--- src/rtl/compm_pkg.sv ---
// Shared types and chunk geometry for the pipelined magnitude comparator.
package compm_pkg;

    typedef struct packed {
        logic decided;
        logic gt;
        logic lt;
    } cmp_res_t;

    function automatic int chunk_size(input int width, input int stages);
        return (width + stages - 1) / stages;
    endfunction

    function automatic int chunk_hi(input int k, input int width, input int stages);
        return width - 1 - k * chunk_size(width, stages);
    endfunction

    // The last chunk is clipped at bit 0 and may be narrower than the rest.
    function automatic int chunk_lo(input int k, input int width, input int stages);
        int lo;
        lo = chunk_hi(k, width, stages) - chunk_size(width, stages) + 1;
        return (lo < 0) ? 0 : lo;
    endfunction

endpackage

--- src/rtl/compm_stage.sv ---
// One comparator pipeline stage: valid/ready slot, chunk compare on bits [HI:LO],
// and forwarding of the operand bits below LO to the next stage.
module compm_stage
    import compm_pkg::*;
#(
    parameter int WIDTH = 10,
    parameter int HI    = 9,
    parameter int LO    = 5
) (
    input  logic             clk,
    input  logic             rst_n,
    input  logic             up_valid,
    output logic             up_ready,
    input  cmp_res_t         up_res,
    input  logic [WIDTH-1:0] up_a,
    input  logic [WIDTH-1:0] up_b,
    output logic             dn_valid,
    input  logic             dn_ready,
    output cmp_res_t         dn_res,
    output logic [WIDTH-1:0] dn_a,
    output logic [WIDTH-1:0] dn_b
);

    logic [HI-LO:0] ca;
    logic [HI-LO:0] cb;
    cmp_res_t       nxt;
    logic           vld;
    logic           unused_bits;

    assign ca       = up_a[HI:LO];
    assign cb       = up_b[HI:LO];
    assign up_ready = !vld || dn_ready;
    assign dn_valid = vld;

    // Bits above HI were consumed by earlier stages.
    assign unused_bits = ^{up_a, up_b};

    always_comb begin
        nxt = up_res;
        if (!up_res.decided) begin
            nxt.decided = (ca != cb);
            nxt.gt      = (ca > cb);
            nxt.lt      = (ca < cb);
        end
    end

    // A bubble loads a cleared result so the flags read 0 while the slot is empty.
    always_ff @(posedge clk) begin
        if (!rst_n) begin
            vld    <= 1'b0;
            dn_res <= '0;
        end else if (up_ready) begin
            vld    <= up_valid;
            dn_res <= up_valid ? nxt : cmp_res_t'('0);
        end
    end

    generate
        if (LO > 0) begin : g_rem
            logic [LO-1:0] rem_a;
            logic [LO-1:0] rem_b;

            always_ff @(posedge clk) begin
                if (up_ready && up_valid) begin
                    rem_a <= up_a[LO-1:0];
                    rem_b <= up_b[LO-1:0];
                end
            end

            assign dn_a = WIDTH'(rem_a);
            assign dn_b = WIDTH'(rem_b);
        end else begin : g_last
            assign dn_a = '0;
            assign dn_b = '0;
        end
    endgenerate

endmodule

--- src/rtl/compm_pipe.sv ---
// Pipelined WIDTH-bit magnitude comparator, MSB-first chunks over STAGES stages.
// Optional result statistics counters are built when COMPM_STATS_EN is defined.
module compm_pipe
    import compm_pkg::*;
#(
    parameter int WIDTH  = 10,
    parameter int STAGES = 2,
    parameter int CNT_W  = 16
) (
    input  logic             CLK,
    input  logic             RST_N,
    input  logic [WIDTH-1:0] A,
    input  logic [WIDTH-1:0] B,
    input  logic             SGN,
    input  logic             IN_VALID,
    output logic             IN_READY,
    output logic             GT,
    output logic             LT,
    output logic             EQ,
    output logic             OUT_VALID,
`ifdef COMPM_STATS_EN
    input  logic             CLR_CNT,
    output logic [CNT_W-1:0] GT_CNT,
    output logic [CNT_W-1:0] LT_CNT,
    output logic [CNT_W-1:0] EQ_CNT,
`endif
    input  logic             OUT_READY
);

    localparam int CH = chunk_size(WIDTH, (STAGES < 1) ? 1 : STAGES);

    generate
        if (STAGES < 1 || STAGES > WIDTH || (STAGES - 1) * CH >= WIDTH) begin : g_bad_cfg
            $error("compm_pipe: STAGES=%0d gives an empty chunk for WIDTH=%0d", STAGES, WIDTH);
        end
    endgenerate

    logic [STAGES:0]            vld_pipe;
    logic [STAGES:0]            rdy_pipe;
    cmp_res_t [STAGES:0]        res_pipe;
    logic [STAGES:0][WIDTH-1:0] a_pipe;
    logic [STAGES:0][WIDTH-1:0] b_pipe;
    logic [WIDTH-1:0]           msb_flip;
    logic                       unused_tail;

    // Flipping both sign bits maps two's complement onto offset binary,
    // so every stage can use a plain unsigned compare.
    assign msb_flip = SGN ? (WIDTH'(1) << (WIDTH - 1)) : '0;

    assign vld_pipe[0]      = IN_VALID;
    assign res_pipe[0]      = '0;
    assign a_pipe[0]        = A ^ msb_flip;
    assign b_pipe[0]        = B ^ msb_flip;
    assign rdy_pipe[STAGES] = OUT_READY;
    assign IN_READY         = rdy_pipe[0];

    generate
        for (genvar k = 0; k < STAGES; k++) begin : g_stage
            compm_stage #(
                .WIDTH (WIDTH),
                .HI    (chunk_hi(k, WIDTH, STAGES)),
                .LO    (chunk_lo(k, WIDTH, STAGES))
            ) u_stage (
                .clk      (CLK),
                .rst_n    (RST_N),
                .up_valid (vld_pipe[k]),
                .up_ready (rdy_pipe[k]),
                .up_res   (res_pipe[k]),
                .up_a     (a_pipe[k]),
                .up_b     (b_pipe[k]),
                .dn_valid (vld_pipe[k+1]),
                .dn_ready (rdy_pipe[k+1]),
                .dn_res   (res_pipe[k+1]),
                .dn_a     (a_pipe[k+1]),
                .dn_b     (b_pipe[k+1])
            );
        end
    endgenerate

    // The last stage forwards no operand bits.
    assign unused_tail = ^{a_pipe[STAGES], b_pipe[STAGES]};

    assign OUT_VALID = vld_pipe[STAGES];
    assign GT        = res_pipe[STAGES].gt;
    assign LT        = res_pipe[STAGES].lt;
    assign EQ        = vld_pipe[STAGES] & ~res_pipe[STAGES].decided;

`ifdef COMPM_STATS_EN
    logic xfer;

    assign xfer = OUT_VALID & OUT_READY;

    always_ff @(posedge CLK) begin
        if (!RST_N || CLR_CNT) begin
            GT_CNT <= '0;
            LT_CNT <= '0;
            EQ_CNT <= '0;
        end else if (xfer) begin
            if (GT && GT_CNT != '1) GT_CNT <= GT_CNT + CNT_W'(1);
            if (LT && LT_CNT != '1) LT_CNT <= LT_CNT + CNT_W'(1);
            if (EQ && EQ_CNT != '1) EQ_CNT <= EQ_CNT + CNT_W'(1);
        end
    end
`else
    logic [CNT_W-1:0] unused_cnt;

    assign unused_cnt = '0;
`endif

endmodule

--- config.mk ---
export PLATFORM = sky130hd
export DESIGN_NAME = compm_pipe
export DESIGN_NICKNAME = d
export VERILOG_FILES = /design/src/rtl/compm_pkg.sv /design/src/rtl/compm_stage.sv /design/src/rtl/compm_pipe.sv
export SDC_FILE = /design/constraint.sdc
export NUM_CORES = 1
export LEC_CHECK = 0
export ABC_AREA = 1
export BUFFER_PORTS_ARGS = -buffer_cell sky130_fd_sc_hd__buf_2
export CAP_MARGIN = 15
export CORE_UTILIZATION = 48
export CTS_CLUSTER_SIZE = 24
export DETAILED_ROUTE_END_ITERATION = 8
export PLACE_DENSITY_LB_ADDON = 0.25
export SYNTH_ARGS = -nofsm -noshare
export SYNTH_HDL_FRONTEND = slang
export SYNTH_SLANG_ARGS = --single-unit
--- constraint.sdc ---
create_clock -name CLK -period 1.8 [get_ports CLK]
set_input_delay 0.09 -clock CLK [delete_from_list [all_inputs] [get_ports CLK]]
set_output_delay 0.09 -clock CLK [all_outputs]
set_load 0.005 [all_outputs]
==> results of run 1 <==
==> power groups by stage <==
stage | Clock (mW) | Sequential [mW] | Combinational [mW]
after floorplan | 0 | 0.477 | 0.0801
after detailed placement | 0 | 0.479 | 0.127
after global routing | 0.221 | 0.472 | 0.168
final | 0.195 | 0.469 | 0.143
after CTS | 0.206 | 0.469 | 0.145
after global placement | 0 | 0.478 | 0.123
==> cells in the mapped netlist <==
cell | n | share of area, %
a21oi_2 | 1 | 0.97
inv_2 | 2 | 0.83
nor2_1 | 6 | 2.5
nand4_1 | 1 | 0.69
edfxtp_1 | 10 | 33
nand2_2 | 2 | 1.4
xnor2_1 | 1 | 0.97
xor2_1 | 1 | 0.97
nand2_1 | 19 | 7.9
nand3_1 | 2 | 1.1
ha_1 | 10 | 14
dfxtp_1 | 8 | 18
or2_1 | 1 | 0.69
a21oi_1 | 11 | 6.1
a31oi_1 | 1 | 0.69
inv_1 | 17 | 7.1
nor2_4 | 1 | 1.2
nor2_2 | 1 | 0.69
nand2_4 | 1 | 1.2
==> worst min-delay path: cells and delay by family <==
kind            cells  cell delay (ns)
buf+inv             1             0.10
simple gates        1             0.07
compound gates      1             0.06
==> through the flow <==
stage	instance area, um2	std cells
2_1_floorplan	902.1	96
3_3_place_gp	1079	150
3_5_place_dp	1079	150
4_1_cts	1205	164
5_1_grt	1205	164
6_report	1205	164
==> cell type report <==
cell class                 instances  area, um2  share of cell area (%)
clock buffer                       3      22.52                   1.869
tap                               25      31.28                   2.596
sequential                        18      460.4                   38.21
inverter                          19      71.32                   5.919
multi-input combinational         59      370.4                   30.74
clock inverter                     1      3.754                  0.3115
timing repair buffer              39      245.2                   20.35
==> metal layers <==
layer	share of wire, %	vias up
li1	-	393
met1	47	308
met2	50	22
met3	3.8	0
met4	0	0
met5	0	-
==> logic make-up (layout without fill, tap and decap cells) <==
kind of cell	after synthesis	after routing	synth area share [%]
flip-flops	18	18	51.04
XOR/XNOR	2	2	1.942
buffers and inverters	19	62	7.906
AND/OR/NAND/NOR	34	34	17.48
AO/OA/AOI/OAI	13	13	7.767
adder cells (fa/ha/maj)	10	10	13.87
==> sequential cells by signal (all words and copies together), names as in the netlist <==
signal                       flops
g_stage.u_stage.g_rem.rem_b      5
g_stage.u_stage.dn_res           6
g_stage.u_stage.g_rem.rem_a      5
g_stage.u_stage.dn_valid         2
==> what timing repair did <==
action                     in CTS  in global routing
resized for setup               0                  0
buffers inserted                0                  0
hold buffers                   10                  0
hold endpoints to repair       10                  0
setup endpoints to repair       0                  0
==> worst max path at each step <==
stage | start | to | slack, ns
final | g_stage[0].u_stage.g_rem.rem_a[4]$_DFFE_PP_ | g_stage[1].u_stage.dn_res[1]$_SDFFE_PN0P_ | 0.42
after global routing | g_stage[0].u_stage.g_rem.rem_a[4]$_DFFE_PP_ | g_stage[1].u_stage.dn_res[1]$_SDFFE_PN0P_ | 0.24
after CTS | g_stage[0].u_stage.g_rem.rem_a[4]$_DFFE_PP_ | g_stage[1].u_stage.dn_res[1]$_SDFFE_PN0P_ | 0.41
after detailed placement | g_stage[0].u_stage.g_rem.rem_a[4]$_DFFE_PP_ | g_stage[1].u_stage.dn_res[1]$_SDFFE_PN0P_ | 0.45
after global placement | g_stage[0].u_stage.g_rem.rem_a[4]$_DFFE_PP_ | g_stage[1].u_stage.dn_res[1]$_SDFFE_PN0P_ | 0.52
after floorplan | g_stage[0].u_stage.g_rem.rem_a[4]$_DFFE_PP_ | g_stage[1].u_stage.dn_res[1]$_SDFFE_PN0P_ | 0.56
==> results.cfg, run 1 <==
[status]
status = completed

[power_and_ir_drop]
swShare_pct = 24.07
internal_power_mw = 0.6129
switching_power_mw = 0.1943
power_density_nw_per_um2 = 670.0
combPwrFrac_pct = 17.7
power_mw = 0.8073
ir_worst_vdd_v = 0.0004496
seqPwrFrac_pct = 58.1
leakage_nw = 0.6104
p_clk_share_pct = 24.2

[drt]
wl_per_cell_um = 8.573
ant_nets = 0
drtPass1Iterations = 4
drc = 0
vias = 723
wl_mm = 1.406
drt_iter0_markers = 9
vias_per_cell = 4.409

[worst_hold_path]
hp-class = input port to register
holdCritStartpoint = IN_VALID
holdPathEnd = g_stage[0].u_stage.dn_valid$_SDFFE_PN0N_
whs_path_depth = 3

[cts]
htreeDepth = 1
clock_latency_ns = 0.28
clockBufferDepth = 2
cts_tree = built
cts_sinks = 18
clock-root-buffer = clkbuf_4
cts_made_buffers = 3
clk_pin_slew_ns = 0.10

[timing]
post-route-period-util_pct = 76.65
skew_ns = 0.002047
fmax_ghz = 0.7248
drv_slew = 0
min_period_ns = 1.380
hold_violations = 0
worstMarginPinSlew_ns = 0.4068
setup_viol = 0
slew_headroom_pct = 72.85
setup-tns-final_ns = 0
whs_ns = 0.08145
grt_setup_unrepaired = no
setup_ws_ns = 0.4203

[finish]
final_cell_mix = buf_2 (29), nand2_1 (19), inv_1 (17)
utilization_pct = 69.03
nNetsFinal = 175
mostFrequentLayoutCell = buf_2
fillers = 151
layout-drive-gt1-share_pct = 28.78
area_delta_synth_final_pct = 33.57
n_antenna_cell = 0

[die]
initial_core_util_pct = 51.68
die_y_um = 45.35
dieArea_um2 = 2057
io_pins = 30
die_w_um = 45.35
rows = 15
core_area_um2 = 1745

[global_routing]
use_met2_pct = 31.30
grt_pass1_vias = 698
gr-total-overflow = 0
grt_pass1_wl_mm = 2.511
antenna_found_initial = 0
grt_use_met1_pct = 19.18
busiest_layer = met2
grt_max_degree = 12
groute.usage.overall_pct = 16.95
grt.met3_usage_pct = 3.600

[setup_path]
crit_family = simple AND/OR/NAND/NOR gates
critical_path.startpoint_type = register
worst-path-max-fanout = 2
critical_path.max_stage_delay_ns = 0.38
path_buf_inv = 0
cp_cell_sequence = ha_1 > nand2_1 > nor2_2 > nand2_1 > nand3_1 > nand2_1 > nand2_1 > nand2_1 > a21oi_2
r2r_end = g_stage[1].u_stage.dn_res[1]$_SDFFE_PN0P_
slowest_stage = edfxtp_1
cp_common_cell = nand2_1
r2r-start = g_stage[0].u_stage.g_rem.rem_a[4]$_DFFE_PP_
rrSetupSlack_ns = 0.42
crit_arrival_ns = 1.61
reg2reg_depth = 9
crit_type = register to register
required_ns = 2.03
path_depth = 9
crit_path_end_kind = register

[yosys]
synth_warnings = 0
syn_nets = 131
syn_inst = 96
synth_area_um2 = 902.1
seq_area_frac_synth_pct = 51.04
syn_area_per_cell_um2 = 9.397
synth-seq-cells = 18
synth_cell_types = 19

[flow_run]
drv_cap = 0

[place]
io_buffers = 29
place.gp.congestion = 0.7223
dp_hpwl_mm = 1.103
post-place-ws_ns = 0.4500
(Power assumes the default switching activity.)
==> run 2: changes to the inputs <==
Settings changed: ABC_AREA 1 to 0, CORE_UTILIZATION 48 to 43.
Clock period 1.8 ns to 1.1 ns, I/O delays scaled along.
==> results.cfg, run 2 <==
[power_and_ir_drop]
power_density_nw_per_um2 = 1033
power_mw = 1.427
switching_power_mw = 0.3418
ir_worst_vdd_v = 0.0006778
leakage_nw = 0.6631
p_clk_share_pct = 23.4
combPwrFrac_pct = 22.5
swShare_pct = 23.95
seqPwrFrac_pct = 54.1
internal_power_mw = 1.085

[yosys]
async_flop_share_pct = 0
synthTopCellsByCount = inv_1 (11), edfxtp_1 (10), ha_1 (10)
yosys.area.top_type = edfxtp_1
syn_inst = 83
seq_area_frac_synth_pct = 51.18
syn_area_per_cell_um2 = 10.84
synth_cell_types = 27
synth-compound-area-share_pct = 10.85
syn_nets = 118
synth_warnings = 0
synth_enable_flop_cells = 10
synthSimpleGateAreaFrac_pct = 15.86
synthAdderAreaFrac_pct = 13.91
synth_ff_type = edfxtp_1
synth-seq-cells = 18
synth_area_um2 = 899.6
synth_top_area_share_pct = 33.38
synthXorXnorAreaFrac_pct = 1.947
netlist_top_cells_area = edfxtp_1 (33%), dfxtp_1 (18%), ha_1 (14%)
synth_top_family_by_area = simple AND/OR/NAND/NOR gates
synth.mux.area_fraction_pct = 0
yosysMostFrequentCell = inv_1

[global_routing]
use_met2_pct = 33.78
grt_use_met1_pct = 16.39
gr-total-overflow = 0
antenna_found_initial = 0
groute.usage.overall_pct = 17.47
grt_pass1_wl_mm = 2.656
grt_pass1_vias = 738
grt.met3_usage_pct = 2.264
grt_max_degree = 11
busiest_layer = met2

[finish]
final_cell_mix = buf_2 (28), inv_1 (10), edfxtp_1 (10), dlygate4sd3_1 (10), ha_1 (8)
layout-drive-gt1-share_pct = 41.91
area_delta_synth_final_pct = 53.55
mostFrequentLayoutCell = buf_2
regMostFlops = g_stage.u_stage.dn_res
fillers = 162
largest_register_ff_count = 6
n_antenna_cell = 0
nNetsFinal = 172
top_regs = g_stage.u_stage.dn_res: 6 flops, g_stage.u_stage.g_rem.rem_a: 5 flops, g_stage.u_stage.g_rem.rem_b: 5 flops

[drt]
vias_per_cell = 4.804
ant_nets = 0
drtPass1Iterations = 3
wl_per_cell_um = 10.60
drt_iter0_markers = 6
drc = 0
wl_mm = 1.727
vias = 783

[cts]
clk_pin_slew_ns = 0.10
cts_sinks = 18
clockBufferDepth = 2
cts_tree = built
cts_made_buffers = 3
clock-root-buffer = clkbuf_4
htreeDepth = 1
clock_latency_ns = 0.29

[timing]
skew_ns = 0.005876
whs_ns = 0.04916
min_period_ns = 1.559
post-route-period-util_pct = 141.7
fmax_ghz = 0.6413
grt_setup_unrepaired = yes
setup_ws_ns = -0.4592
hold_violations = 0
setup_viol = 16
worstMarginPinSlew_ns = 0.3001
slew_headroom_pct = 79.97
drv_slew = 0

[worst_hold_path]
hp-class = input port to register

[setup_path]
critical_path.max_stage_delay_ns = 0.42
required_ns = 1.27
r2r-start = g_stage[0].u_stage.g_rem.rem_a[3]$_DFFE_PP_
worst-path-max-fanout = 3
critical_path.startpoint_type = register
r2r_end = g_stage[1].u_stage.dn_res[1]$_SDFFE_PN0P_
crit_type = register to register
crit_path_end_kind = register
slowest_stage = edfxtp_1
critical_path.startpoint = g_stage[0].u_stage.g_rem.rem_a[3]$_DFFE_PP_
rrSetupSlack_ns = -0.46
cp_cell_sequence = ha_4 > nand4_1 > or3b_1 > nand3b_1 > o41ai_2
crit_end = g_stage[1].u_stage.dn_res[1]$_SDFFE_PN0P_
crit_arrival_ns = 1.73
reg2reg_depth = 5

[die]
core_area_um2 = 1962
dieArea_um2 = 2279
initial_core_util_pct = 45.85
die_y_um = 47.74
io_pins = 30
die_w_um = 47.74
rows = 16

[flow_run]
drv_cap = 0

[place]
place.gp.congestion = 0.8005
dp_hpwl_mm = 1.351
io_buffers = 29

[status]
violations = negative setup slack
status = finished, violations left
## run 2: critical path: cells and delay by family, from the launching register on
kind	cells	cell delay, ns
AOI/OAI and AO/OA	1	0.09
DFF	1	0.42
adders and majority gates	1	0.30
and+or+nand+nor	3	0.63
## run 2: how the worst min path moves through the flow
stage | start | end | depth (start not counted)
after floorplan | A[0] | g_stage[0].u_stage.g_rem.rem_a[0]$_DFFE_PP_ | 0
after global placement | B[3] | g_stage[0].u_stage.g_rem.rem_b[3]$_DFFE_PP_ | 1
after detailed placement | B[3] | g_stage[0].u_stage.g_rem.rem_b[3]$_DFFE_PP_ | 1
after CTS | IN_VALID | g_stage[0].u_stage.dn_res[0]$_SDFFE_PN0N_ | 3
after global routing | IN_VALID | g_stage[0].u_stage.dn_res[0]$_SDFFE_PN0N_ | 3
final | IN_VALID | g_stage[0].u_stage.dn_res[0]$_SDFFE_PN0N_ | 3
## run 2: per-stage QoR
step                area, um2  setup WS, ns  cells  utilization [%]  setup TNS (ns)
floorplan               937.1       -0.3225     83                -          -1.591
global placement         1174       -0.3648    145            59.82          -1.667
detailed placement       1174       -0.4569    145            59.82          -1.867
CTS                      1344       -0.4696    162            68.49          -2.235
global route             1381       -0.5197    163            70.41          -3.393
finish                   1381       -0.4592    163            70.41          -2.486
## run 2: cell type report
class,count,area (um2),area share (%)
Inverter,11,41.29,2.989
Sequential cell,18,461.7,33.42
Multi-Input combinational cell,52,449.2,32.52
Timing Repair Buffer,51,369.1,26.72
Clock buffer,4,26.28,1.902
Tap cell,27,33.78,2.446
## run 2: cell families (layout without fill, tap and decap cells)
kind of cell,Yosys count,in the layout
xor+xnor,2,2
compound gates,13,13
flops,18,18
buf+inv,13,66
fa+ha+maj,10,10
simple gates,27,27
## run 2: timing repair
| item | 4_1_cts | 5_1_grt |
|---|---|---|
| pin swaps | 5 | 5 |
| buffers inserted | 3 | 1 |
| resized for setup | 5 | 7 |
| endpoints found under the hold margin | 10 | 0 |
| hold buffers | 10 | 0 |
| endpoints found under the setup margin | 6 | 16 |
## run 2: power groups by stage
stage / Combinational (mW) / Sequential (mW) / Clock (mW)
6_report: 0.321 / 0.773 / 0.333
5_1_grt: 0.362 / 0.779 / 0.386
4_1_cts: 0.313 / 0.773 / 0.350
3_5_place_dp: 0.259 / 0.787 / 0
3_3_place_gp: 0.248 / 0.785 / 0
2_1_floorplan: 0.146 / 0.784 / 0
## run 2: metal layers
metal | part of all wire (%) | vias to the layer above | routed length, um
li1 | - | 401 | -
met1 | 37 | 352 | 645
met2 | 56 | 26 | 967
met3 | 4.1 | 4 | 70
met4 | 2.5 | 0 | 44
met5 | 0 | - | 0
